==> config.mk <==
export PLATFORM = sky130hd
export DESIGN_NAME = zircon_led_pwm_flat
export DESIGN_NICKNAME = d
export VERILOG_FILES = /design/src/rtl/zircon_led_pwm_if.sv /design/src/rtl/zircon_led_pwm.sv /design/src/flat_wrapper.sv
export SDC_FILE = /design/constraint.sdc
export NUM_CORES = 1
export LEC_CHECK = 0
export CELL_PAD_IN_SITES_DETAIL_PLACEMENT = 0
export CELL_PAD_IN_SITES_GLOBAL_PLACEMENT = 1
export CORE_MARGIN = 10
export CORE_UTILIZATION = 43
export DETAILED_ROUTE_END_ITERATION = 6
export GPL_TIMING_DRIVEN = 0
export HOLD_SLACK_MARGIN = 0.08
export PLACE_DENSITY_LB_ADDON = 0.2
export SYNTH_ARGS = -nofsm -noshare
export SYNTH_HDL_FRONTEND = slang
export SYNTH_SLANG_ARGS = --single-unit
==> constraint.sdc <==
create_clock -name csi_clk -period 3.1 [get_ports csi_clk]
set_clock_uncertainty 0.1 [all_clocks]
set_input_delay 0.93 -clock csi_clk [delete_from_list [all_inputs] [get_ports csi_clk]]
set_output_delay 0.93 -clock csi_clk [all_outputs]
set_load 0.1 [all_outputs]
==> src/rtl/zircon_led_pwm_if.sv <==
// Avalon-MM slave bus bundle for the zircon_led_pwm LED controller.
// Read signals exist only when ZIRCON_LED_READBACK_EN is defined.
interface zircon_led_pwm_if #(
  parameter int ADDR_W = 4
);
  logic [ADDR_W-1:0] avs_address;
  logic              avs_write;
  logic [31:0]       avs_writedata;
`ifdef ZIRCON_LED_READBACK_EN
  logic              avs_read;
  logic [31:0]       avs_readdata;
`endif

  modport master (
    output avs_address,
    output avs_write,
    output avs_writedata
`ifdef ZIRCON_LED_READBACK_EN
    ,
    output avs_read,
    input  avs_readdata
`endif
  );

  modport slave (
    input  avs_address,
    input  avs_write,
    input  avs_writedata
`ifdef ZIRCON_LED_READBACK_EN
    ,
    input  avs_read,
    output avs_readdata
`endif
  );
endinterface

==> src/rtl/zircon_led_pwm.sv <==
// Avalon-MM LED controller: per-channel PWM, global blink gate, output polarity.
// Optional register readback is enabled by defining ZIRCON_LED_READBACK_EN.
module zircon_led_pwm #(
  parameter int LED_W   = 8,
  parameter int PWM_W   = 8,
  parameter int BLINK_W = 24,
  parameter int ADDR_W  = 4
) (
  input  logic              csi_clk,
  input  logic              rsi_reset_n,
  zircon_led_pwm_if.slave   avs,
  output logic [LED_W-1:0]  coe_led
);

  localparam logic [ADDR_W-1:0] A_CTRL  = ADDR_W'(0);
  localparam logic [ADDR_W-1:0] A_MASK  = ADDR_W'(1);
  localparam logic [ADDR_W-1:0] A_BLINK = ADDR_W'(2);
  localparam int unsigned       DUTY_BASE = 4;

  logic [3:0]         ctrl_q, ctrl_d;
  logic [LED_W-1:0]   mask_q, mask_d;
  logic [BLINK_W-1:0] blink_q, blink_d;
  logic [PWM_W-1:0]   duty_q [LED_W];
  logic [PWM_W-1:0]   duty_d [LED_W];
  logic [PWM_W-1:0]   pwm_cnt_q, pwm_cnt_d;
  logic [BLINK_W-1:0] blink_cnt_q, blink_cnt_d;
  logic               blink_ph_q, blink_ph_d;
  logic [LED_W-1:0]   led_q, led_d;
  logic [LED_W-1:0]   on;

  logic en, mode, blink_en, inv, wr_blink, blink_run;

  assign en       = ctrl_q[0];
  assign mode     = ctrl_q[1];
  assign blink_en = ctrl_q[2];
  assign inv      = ctrl_q[3];
  assign wr_blink  = avs.avs_write && (avs.avs_address == A_BLINK);
  assign blink_run = en && blink_en && (blink_q != '0);

  // Only the low bits of each field are architected; the rest is dropped.
  logic unused_wdata;
  assign unused_wdata = ^avs.avs_writedata;

  // NOTE: every variable gets a default at the top so no path leaves it unassigned (no latches).
  always_comb begin
    ctrl_d      = ctrl_q;
    mask_d      = mask_q;
    blink_d     = blink_q;
    duty_d      = duty_q;
    pwm_cnt_d   = '0;
    blink_cnt_d = '0;
    blink_ph_d  = 1'b1;
    on          = '0;

    if (avs.avs_write) begin
      if (avs.avs_address == A_CTRL) ctrl_d  = avs.avs_writedata[3:0];
      if (avs.avs_address == A_MASK) mask_d  = avs.avs_writedata[LED_W-1:0];
      if (wr_blink)                  blink_d = avs.avs_writedata[BLINK_W-1:0];
      for (int i = 0; i < LED_W; i++) begin
        if (32'(avs.avs_address) == 32'(DUTY_BASE + i))
          duty_d[i] = avs.avs_writedata[PWM_W-1:0];
      end
    end

    if (en) pwm_cnt_d = pwm_cnt_q + PWM_W'(1);

    // A BLINK write restarts the blink in the on phase, overriding the running count.
    if (!wr_blink && blink_run) begin
      if (blink_cnt_q == blink_q - BLINK_W'(1)) begin
        blink_ph_d = ~blink_ph_q;
      end else begin
        blink_cnt_d = blink_cnt_q + BLINK_W'(1);
        blink_ph_d  = blink_ph_q;
      end
    end

    for (int i = 0; i < LED_W; i++) begin
      on[i] = mask_q[i] & (mode ? (pwm_cnt_q < duty_q[i]) : 1'b1) & blink_ph_q;
    end
    led_d = en ? (on ^ {LED_W{inv}}) : {LED_W{inv}};
  end

  // NOTE: state uses non-blocking assignments; the duty array is reset too because
  // every register must read as zero after reset.
  always_ff @(posedge csi_clk or negedge rsi_reset_n) begin
    if (!rsi_reset_n) begin
      ctrl_q      <= '0;
      mask_q      <= '0;
      blink_q     <= '0;
      duty_q      <= '{default: '0};
      pwm_cnt_q   <= '0;
      blink_cnt_q <= '0;
      blink_ph_q  <= 1'b1;
      led_q       <= '0;
    end else begin
      ctrl_q      <= ctrl_d;
      mask_q      <= mask_d;
      blink_q     <= blink_d;
      duty_q      <= duty_d;
      pwm_cnt_q   <= pwm_cnt_d;
      blink_cnt_q <= blink_cnt_d;
      blink_ph_q  <= blink_ph_d;
      led_q       <= led_d;
    end
  end

  assign coe_led = led_q;

`ifdef ZIRCON_LED_READBACK_EN
  logic [31:0] rdata_q, rdata_d;

  // Address 3 is a status word; unmapped addresses read as zero.
  always_comb begin
    rdata_d = rdata_q;
    if (avs.avs_read) begin
      rdata_d = '0;
      case (avs.avs_address)
        A_CTRL:       rdata_d = 32'(ctrl_q);
        A_MASK:       rdata_d = 32'(mask_q);
        A_BLINK:      rdata_d = 32'(blink_q);
        ADDR_W'(3):   rdata_d = 32'({blink_ph_q, pwm_cnt_q});
        default: begin
          for (int i = 0; i < LED_W; i++) begin
            if (32'(avs.avs_address) == 32'(DUTY_BASE + i)) rdata_d = 32'(duty_q[i]);
          end
        end
      endcase
    end
  end

  always_ff @(posedge csi_clk or negedge rsi_reset_n) begin
    if (!rsi_reset_n) rdata_q <= '0;
    else              rdata_q <= rdata_d;
  end

  assign avs.avs_readdata = rdata_q;
`endif

endmodule

==> src/flat_wrapper.sv <==
// flat-port wrapper written by rule: the top's interface ports become plain ports
module zircon_led_pwm_flat 
#(
  parameter int LED_W   = 8,
  parameter int PWM_W   = 8,
  parameter int BLINK_W = 24,
  parameter int ADDR_W  = 4
)
  (csi_clk, rsi_reset_n, coe_led, avs_avs_address, avs_avs_write, avs_avs_writedata);
  zircon_led_pwm_if #(.ADDR_W(ADDR_W)) avs_i ();
  input  logic csi_clk;
  input  logic rsi_reset_n;
  output logic [LED_W-1:0] coe_led;
  input wire logic [$bits(avs_i.avs_address)-1:0] avs_avs_address;
  input wire logic [$bits(avs_i.avs_write)-1:0] avs_avs_write;
  input wire logic [$bits(avs_i.avs_writedata)-1:0] avs_avs_writedata;
  assign avs_i.avs_address = avs_avs_address;
  assign avs_i.avs_write = avs_avs_write;
  assign avs_i.avs_writedata = avs_avs_writedata;
  zircon_led_pwm #(.LED_W(LED_W), .PWM_W(PWM_W), .BLINK_W(BLINK_W), .ADDR_W(ADDR_W)) u_core (.csi_clk(csi_clk), .rsi_reset_n(rsi_reset_n), .avs(avs_i), .coe_led(coe_led));
endmodule
# --- Yosys cells after proc, flatten, opt, wreduce, memory -nomap -nowiden ---
# Cells that the tools add are included.
totals:
  reg_bits: 141
  input_bits: 39
  output_inout_bits: 8
  wordCells: 88
classes:
  add_sub_neg: 3
  order_cmp: 8
  n_eq_ne: 12
  muxes: 14
  n_bitwise: 18
  n_reduce_logical: 18
ops:
  columns: ["cell", "n"]
  rows:
  - ["less-than comparator 8 bit", 8]
  - ["2-to-1 mux 24 bit", 2]
  - ["adder 24 x 1 -> 24 bit (second input constant)", 1]
  - ["equality test 24 bit", 1]
  - ["nonzero test 24 bit", 1]
  - ["subtractor 24 x 1 -> 24 bit (second input constant)", 1]
  - ["AND reduction 2 bit", 11]
  - ["AND 1 bit", 16]
  - ["equality test 4 x 3 -> 1 bit (second input constant)", 4]
  - ["equality test 4 bit (second input constant)", 4]
  - ["2-to-1 mux 8 bit", 2]
  - ["2-to-1 mux 1 bit", 10]
  - ["adder 8 x 1 -> 8 bit (second input constant)", 1]
  - ["bitwise XOR 8 bit", 1]
  - ["equality test 4 x 1 -> 1 bit (second input constant)", 1]
  - ["equality test 4 x 2 -> 1 bit (second input constant)", 1]
  - ["logical AND 1 bit", 4]
  - ["logical NOT 4 bit", 1]
  - ["!= test 2 bit (second input constant)", 1]
  - ["logical NOT 1 bit", 1]
  - ["NOT 1 bit", 1]

# --- Longest topological paths before layout ---
# Gate-level depths: netlist of run 1.
depth:
  depth_word: 6
  mapped_depth: 11
  depth_no_buf: 9

# --- Worst setup path before layout of run 1 ---
# Ideal clock, no wire load.
synth_path:
  kind: "flip-flop to flip-flop"
  from: "register u_core.blink_q[15]"
  to: "register u_core.blink_cnt_q[4]"
  setup_ps: 130
  t_arrival_ps: 2780
  required_ps: 2870
  setup_slack_ps: 91
  path_stages_with_launch: 9
  n_path_buf: 1
  synth_period_minus_slack_ps: 3009
  cell_sequence: "dfrtp_1 > or4_4 > or3_4 > or4_4 > a22oi_4 > nand4_2 > nor4_4 > buf_6 > nor3_2"
synth_between:
  elab_chain_len: 4
  word_cells_on_any_way: 7
  classes_between: "1 x add/sub; 1 x eq/ne; 2 x mux; 3 x reduce/logical"
synth_rtl:
  columns: ["item", "line_no", "source"]
  rows:
  - ["start, declared", "zircon_led_pwm.sv:22", "logic [BLINK_W-1:0] blink_q, blink_d;"]
  - ["start signal, assigned", "zircon_led_pwm.sv:98", "blink_q <= blink_d;"]
  - ["subtractor 24 x 1 -> 24 bit / nonzero test 24 bit (equally long branches)", "zircon_led_pwm.sv:69, zircon_led_pwm.sv:38", null]
  - ["equality test 24 bit / logical AND 1 bit (equally long branches)", "zircon_led_pwm.sv:69, zircon_led_pwm.sv:38", null]
  - ["2-to-1 mux 24 bit / logical AND 1 bit (equally long branches)", "zircon_led_pwm.sv:69, zircon_led_pwm.sv:68", null]
  - ["2-to-1 mux 24 bit *", "zircon_led_pwm.sv:68", "if (!wr_blink && blink_run) begin"]
  - ["net u_core.blink_cnt_d[4]", "zircon_led_pwm.sv:26", "logic [BLINK_W-1:0] blink_cnt_q, blink_cnt_d;"]
  - ["end signal, assigned", "zircon_led_pwm.sv:101", "blink_cnt_q <= blink_cnt_d;"]
  - ["end, declared", "zircon_led_pwm.sv:26", null]
# Mark *: on every way through the listed nets, which the timed path passes. The rest lies on a longest branch.
# A chain may end at the register's enable or synchronous reset.

# --- Worst setup path after layout of run 1 ---
# Ends and elaborated chain as after synthesis.

==> key figures, run 1 <==
Detailed routing
  • DRC: 9
  • TritonRoute pass-1 iters: 7
  • Antenna Violating Nets Remaining: 0
  • Post-DR wirelength/cell: 18.21 um
  • Via/cell ratio: 5.471
  • Routed via count: 6062
  • DRT iter0 DRCs: 298
  • DRT Wirelength: 20180 um

Floorplanning
  • I/O pin total: 47
  • Total die area: 24880 um2
  • Die Span X: 157.7 um
  • Site row count: 50
  • Vert. Die Dim: 157.7 um
  • Core ar.: 18710 um2
  • Initial cell density of the core: 43.61%

Synthesis
  • Unique cell type count in the Yosys netlist: 58
  • Mean Syn Cell Area: 10.20 um2
  • Post-synthesis sequential area ratio: 43.27%
  • Yosys reg bits: 141
  • Post-synth EDFFs: 0
  • Area leader, netlist: dfrtp_1
  • Area share of the largest cell type after synthesis: 42.95%
  • Most used DFF post-synth: dfrtp_1
  • Synth cell count leaders: 140 x dfrtp_1, 70 x nand2_1, 63 x inv_1
  • Mapped Cells: 800
  • Ys Warns: 0
  • Synth area leaders: dfrtp_1 43%, ha_1 9.1%, mux2_2 8.0%, o21ai_0 3.7%, nand2_1 3.2%
  • Syn nets: 898
  • Top-count cell post-synth: dfrtp_1
  • Fraction of registers with async set/reset: 100.0%
  • Mapped cell area: 8157 um2

Clocking
  • H-tree levels: 4
  • Worst skew pair latency: 0.42 ns
  • CTS Buf Count: 17
  • CTS Sinks: 141
  • CTS tree: built
  • Root buf cell: clkbuf_16
  • Hold buffers post-CTS: 0
  • Clk slew on worst S/H paths: 0.06 ns
  • Clock Tree Buf Depth: 2

Power
  • Cell Pwr Density: 664.4 nW/um2
  • Total Power: 6341 uW
  • Int Power: 4186 uW
  • Clock Power Share: 31.9%
  • Peak supply drop: 410.6 uV
  • Sequential power share: 38.9%
  • Logic pwr share: 29.2%
  • Sw Ratio: 33.98%
  • P_sw: 2154 uW
  • P_leak: 0.004309 uW

Critical path
  • Critical Path Start Type: register
  • CP arrival: 3.20 ns
  • Setup slack, reg-to-reg: 0.09 ns
  • Critical-path maximum fanout: 10
  • Critical path class: reg2reg
  • Crit end category: register
  • R2r startpoint: u_core.blink_q[15]$_DFFE_PN0P_
  • WP data required: 3.29 ns
  • Reg-to-reg endpoint: u_core.blink_cnt_q[4]$_DFF_PN0_
  • Cells on worst reg2reg path: 9

Placement
  • DP Area: 8818 um2
  • Final GP Congestion: 0.8490
  • HPWL after DPL: 14510 um
  • Pre-CTS setup slack: -0.4050 ns
  • Port Buffer Count: 34

Worst hold path
  • Hold WC Path Type: in2async

Final layout
  • Fillcell total: 1673
  • Count of nets after finishing: 960
  • Ant diodes: 0
  • Finished Cell Area: 9543 um2
  • Layout cells sized above 1: 17.62%
  • P&R area growth vs syn: 17.00%

Timing
  • Slew @ Worst Pin: 0.9862 ns
  • Endpoints failing setup: 0
  • Highest clock rate: 332.0 MHz
  • Final Worst Setup Slack: 0.08787 ns
  • Hold Fails Final Rpt: 0
  • Rel. slew slack: 34.05%
  • Final Max Tran Viols: 0
  • Fin crit period: 3.012 ns
  • Tcrit/Tclk final: 97.17%

Global routing
  • Largest net degree at the start of global routing: 102
  • Global-route wire length before repair: 33180 um
  • Initial antenna violation count: 0
  • Vias in the first global route: 6333
  • Overall Global Routing Usage: 17.00%
  • Grt ovf: 0

Status
  • Failing checks: DRC
  • Outcome: finished, violations left

Run
  • Max-cap violations: 0
-- cell families after synthesis --
group / share of synthesized area, %
buffers and inverters: 4.602
xor gates and xnor gates: 5.798
muxes: 8.007
adders and majority gates: 9.050
AOI/OAI and AO/OA: 11.31
and+or+nand+nor: 17.96
DFF: 43.27
-- through the flow --
stage | hold WS [ns] | util [%] | cells | setup TNS, ns
after floorplan | 0.3775 | - | 800 | 0
after global placement | 0.3864 | 46.99 | 1068 | -655.61
after detailed placement | 0.3939 | 47.14 | 1069 | -12.91
after CTS | 0.3239 | 50.46 | 1103 | 0
after global routing | 0.3305 | 51.02 | 1108 | -0.01308
final | 0.3216 | 51.02 | 1108 | 0
-- metal layers --
layer / up-vias / wire length (um) / track usage (%)
li1: 2927 / - / -
met1: 2991 / 9091 / 20.85
met2: 109 / 9906 / 28.61
met3: 35 / 653 / 4.043
met4: 0 / 527 / 5.833
met5: - / 0 / 0
-- sequential cells by signal, indices dropped and copies added, names as in the netlist --
signal              cells
u_core.blink_cnt_q     24
u_core.blink_ph_q       1
u_core.blink_q         24
u_core.coe_led          8
u_core.ctrl_q           4
u_core.duty_q          64
u_core.mask_q           8
u_core.pwm_cnt_q        8
-- worst max-delay path by stage --
stage,start,end,slack [ns],depth (start not counted)
floorplan,u_core.blink_q[15]$_DFFE_PN0P_,u_core.blink_cnt_q[4]$_DFF_PN0_,0.09,8
global placement,rsi_reset_n,u_core.duty_q[4]$_DFFE_PN0P_,-4.60,1
CTS,u_core.blink_q[15]$_DFFE_PN0P_,u_core.blink_cnt_q[4]$_DFF_PN0_,0.003,9
detailed placement,u_core.blink_q[8]$_DFFE_PN0P_,u_core.blink_cnt_q[5]$_DFF_PN0_,-0.40,8
finish,u_core.blink_q[15]$_DFFE_PN0P_,u_core.blink_cnt_q[4]$_DFF_PN0_,0.09,9
global route,u_core.blink_q[1]$_DFFE_PN0P_,u_core.blink_cnt_q[5]$_DFF_PN0_,-0.008,10
-- power groups by stage --
stage               sequential [uW]  combinational (uW)  clock (uW)
global route                   2520                2050        2170
global placement               2480                1750           0
CTS                            2470                1830        2060
finish                         2470                1850        2020
detailed placement             2500                1810           0
floorplan                      2720                1060           0
-- placed cells by master (no fill, tap or decap), types with 8 or more instances in the layout --
master / count
buf_4: 10
xnor2_1: 29
nand2b_1: 15
o21ai_0: 60
nand4_1: 10
clkbuf_1: 23
a21o_1: 24
mux2_2: 58
ha_1: 58
nor3_1: 10
and2_1: 10
nand3_1: 39
a31oi_1: 8
inv_1: 63
nand2_1: 70
a2111o_1: 8
nor2_1: 29
nor3_2: 22
clkdlybuf4s50_1: 33
dfrtp_1: 136
clkbuf_16: 17
xor2_1: 25
a21oi_1: 17
-- what timing repair did --
action,in CTS,in global routing
setup endpoints to repair,25,25
pin swaps,2,5
gates resized for setup,3,16
setup buffers,4,5
-- cell type report --
cell class | count | area [um2] | area share (%)
repair buffers | 44 | 440.4 | 4.615
clock inverters | 11 | 117.6 | 1.232
plain buffers | 31 | 157.7 | 1.652
inverters | 63 | 236.5 | 2.478
well taps | 234 | 292.8 | 3.068
multi-input cells | 564 | 4297 | 45.02
clock buffers | 20 | 466.7 | 4.891
flip-flops and latches | 141 | 3535 | 37.04
-- worst max-delay path, stage by stage (launching register included) --
cell and delay [ns]:
dfrtp_2 0.41, or4_4 0.56, or3_4 0.37, or4_4 0.53, a22oi_4 0.18, nand4_4 0.12, nor4_4 0.23, buf_6 0.18
buf_12 0.15, nor3_2 0.05
Note: power is estimated with default switching activity, not from simulation.
==> run 2, diff against run 1 <==
- SLEW_MARGIN: default -> 40
==> key figures, run 2 (synthesized netlist as in run 1, its figures left out) <==
Status
  • Outcome: finished, final reports clean

Global routing
  • Overall Global Routing Usage: 16.81%
  • Largest net degree at the start of global routing: 76
  • Initial antenna violation count: 0
  • Vias in the first global route: 6265
  • Global-route wire length before repair: 32910 um
  • Grt ovf: 0

Timing
  • Tcrit/Tclk final: 97.43%
  • Fin Setup TNS: 0 ns
  • Hold Fails Final Rpt: 0
  • Endpoints failing setup: 0
  • Slew @ Worst Pin: 0.7956 ns
  • Highest clock rate: 331.1 MHz
  • Final Worst Setup Slack: 0.07962 ns
  • Final Max Tran Viols: 0
  • Rel. slew slack: 46.96%
  • Fin crit period: 3.020 ns

Clocking
  • CTS tree: built
  • Hold buffers post-CTS: 0
  • CTS Sinks: 141
  • CTS Buf Count: 17
  • H-tree levels: 4
  • Worst skew pair latency: 0.41 ns
  • Clock Tree Buf Depth: 2
  • Clk slew on worst S/H paths: 0.06 ns
  • Root buf cell: clkbuf_16

Power
  • Cell Pwr Density: 668.9 nW/um2
  • Peak supply drop: 385.1 uV
  • P_leak: 0.004354 uW
  • P_sw: 2158 uW
  • Sequential power share: 38.5%
  • Logic pwr share: 28.6%
  • Clock Power Share: 32.9%
  • Int Power: 4240 uW
  • Sw Ratio: 33.73%

Critical path
  • Critical-path maximum fanout: 10
  • CP bufs+invs: 2
  • Crit path cell chain: or4_4 > or3_4 > or4_4 > a22oi_4 > nand4_4 > nor4_4 > buf_4 > buf_12 > nor3_2
  • CP arrival: 3.20 ns
  • R2r startpoint: u_core.blink_q[15]$_DFFE_PN0P_
  • Crit end category: register
  • CP most frequent cell: or4_4
  • Critical path class: reg2reg
  • WP data required: 3.28 ns
  • Cell depth of the worst setup path: 9
  • Max incr delay on CP: 0.56 ns
  • Delay-heaviest family, CP: simple AND/OR/NAND/NOR gates
  • Cell with the largest stage delay on the worst path: or4_4
  • Critical Path Start Type: register
  • Reg-to-reg endpoint: u_core.blink_cnt_q[4]$_DFF_PN0_
  • Setup slack, reg-to-reg: 0.08 ns
  • Cells on worst reg2reg path: 9

Worst hold path
  • Worst hold stages: 1
  • Hold WC Path Type: reg2reg
  • Hold path startpoint: u_core.duty_q[25]$_DFFE_PN0P_
  • Endpoint, Worst Hold: u_core.duty_q[25]$_DFFE_PN0P_

Floorplanning
  • Die Span X: 157.7 um
  • Initial cell density of the core: 43.61%
  • Site row count: 50
  • Core ar.: 18710 um2
  • Vert. Die Dim: 157.7 um
  • Total die area: 24880 um2
  • I/O pin total: 47

Placement
  • Placed insts: 1070
  • Port Buffer Count: 34
  • DP Area: 8810 um2
  • HPWL after DPL: 14370 um
  • Final GP Congestion: 0.8490
  • Pre-CTS setup slack: -0.4043 ns

Detailed routing
  • Met1 WL: 8981 um
  • Via/cell ratio: 5.394
  • WL met2: 10040 um
  • Post-DR wirelength/cell: 18.08 um
  • DRC: 0
  • DRT iter0 DRCs: 237
  • TritonRoute pass-1 iters: 4
  • DRT Wirelength: 20080 um
  • Routed via count: 5993
  • Highest routed layer: met4
  • Wire length on met3: 612 um
  • Antenna Violating Nets Remaining: 0

Final layout
  • Finished Cell Area: 9564 um2
  • Post-layout util: 51.13%
  • Max FFs per register: 64
  • P&R area growth vs syn: 17.26%
  • Count of nets after finishing: 963
  • Largest reg by FF count: u_core.duty_q
  • Fillcell total: 1632
  • Most frequent cells in the layout: 139 x dfrtp_1, 70 x nand2_1, 63 x inv_1
  • Most common cell after layout, fill and taps aside: dfrtp_1
  • Ant diodes: 0
  • Layout cells sized above 1: 18.47%
  • Finished Layout Cells: 1111
  • Largest regs: u_core.duty_q x64, u_core.blink_cnt_q x24, u_core.blink_q x24

Run
  • Max-cap violations: 0
-- run 2: per-stage QoR --
step / hold slack [ns] / power, uW
detailed placement: 0.3954 / 4274
global route: 0.4234 / 6773
finish: 0.4044 / 6398
global placement: 0.3864 / 4236
CTS: 0.4083 / 6405
floorplan: 0.3775 / 3777
-- run 2: how the worst max path moves through the flow --
stage / endpoint / from / slack, ns
finish: u_core.blink_cnt_q[4]$_DFF_PN0_ / u_core.blink_q[15]$_DFFE_PN0P_ / 0.08
detailed placement: u_core.blink_cnt_q[4]$_DFF_PN0_ / u_core.blink_q[8]$_DFFE_PN0P_ / -0.40
global placement: u_core.duty_q[4]$_DFFE_PN0P_ / rsi_reset_n / -4.60
CTS: u_core.blink_cnt_q[4]$_DFF_PN0_ / u_core.blink_q[15]$_DFFE_PN0P_ / 0.007
floorplan: u_core.blink_cnt_q[4]$_DFF_PN0_ / u_core.blink_q[15]$_DFFE_PN0P_ / 0.09
global route: u_core.blink_cnt_q[17]$_DFF_PN0_ / u_core.blink_q[3]$_DFFE_PN0P_ / -0.02
-- run 2: power by group through the flow --
| stage | sequential [uW] | clock (uW) | combinational [uW] |
|---|---|---|---|
| floorplan | 2720 | 0 | 1060 |
| global route | 2510 | 2230 | 2030 |
| detailed placement | 2490 | 0 | 1780 |
| finish | 2460 | 2100 | 1830 |
| global placement | 2480 | 0 | 1750 |
| CTS | 2460 | 2140 | 1800 |
-- run 2: routing by layer --
metal	global-route usage (%)	vias up
met5	0	-
met4	5.610	0
met3	3.474	28
met2	28.83	97
met1	20.55	2933
li1	-	2935
-- run 2: layout make-up --
| cell class | count | area (um2) | area share [%] |
|---|---|---|---|
| Timing Repair Buffer | 47 | 442.9 | 4.631 |
| Tap cell | 234 | 292.8 | 3.061 |
| Clock buffer | 20 | 466.7 | 4.880 |
| Multi-Input combinational cell | 564 | 4297 | 44.92 |
| Buffer | 31 | 157.7 | 1.648 |
| Sequential cell | 141 | 3531 | 36.92 |
| Inverter | 63 | 236.5 | 2.473 |
| Clock inverter | 11 | 140.1 | 1.465 |
-- run 2: repair_timing --
action | 4_1_cts | 5_1_grt
pin swaps | 2 | 7
setup buffers | 4 | 7
setup endpoints to repair | 25 | 25
gates resized for setup | 3 | 12
==> run 3, diff against run 2 <==
- ABC_CLOCK_PERIOD_IN_PS: default -> 3100
==> results of run 3 <==
Final layout, timing and power as in run 2 (identical DEF).
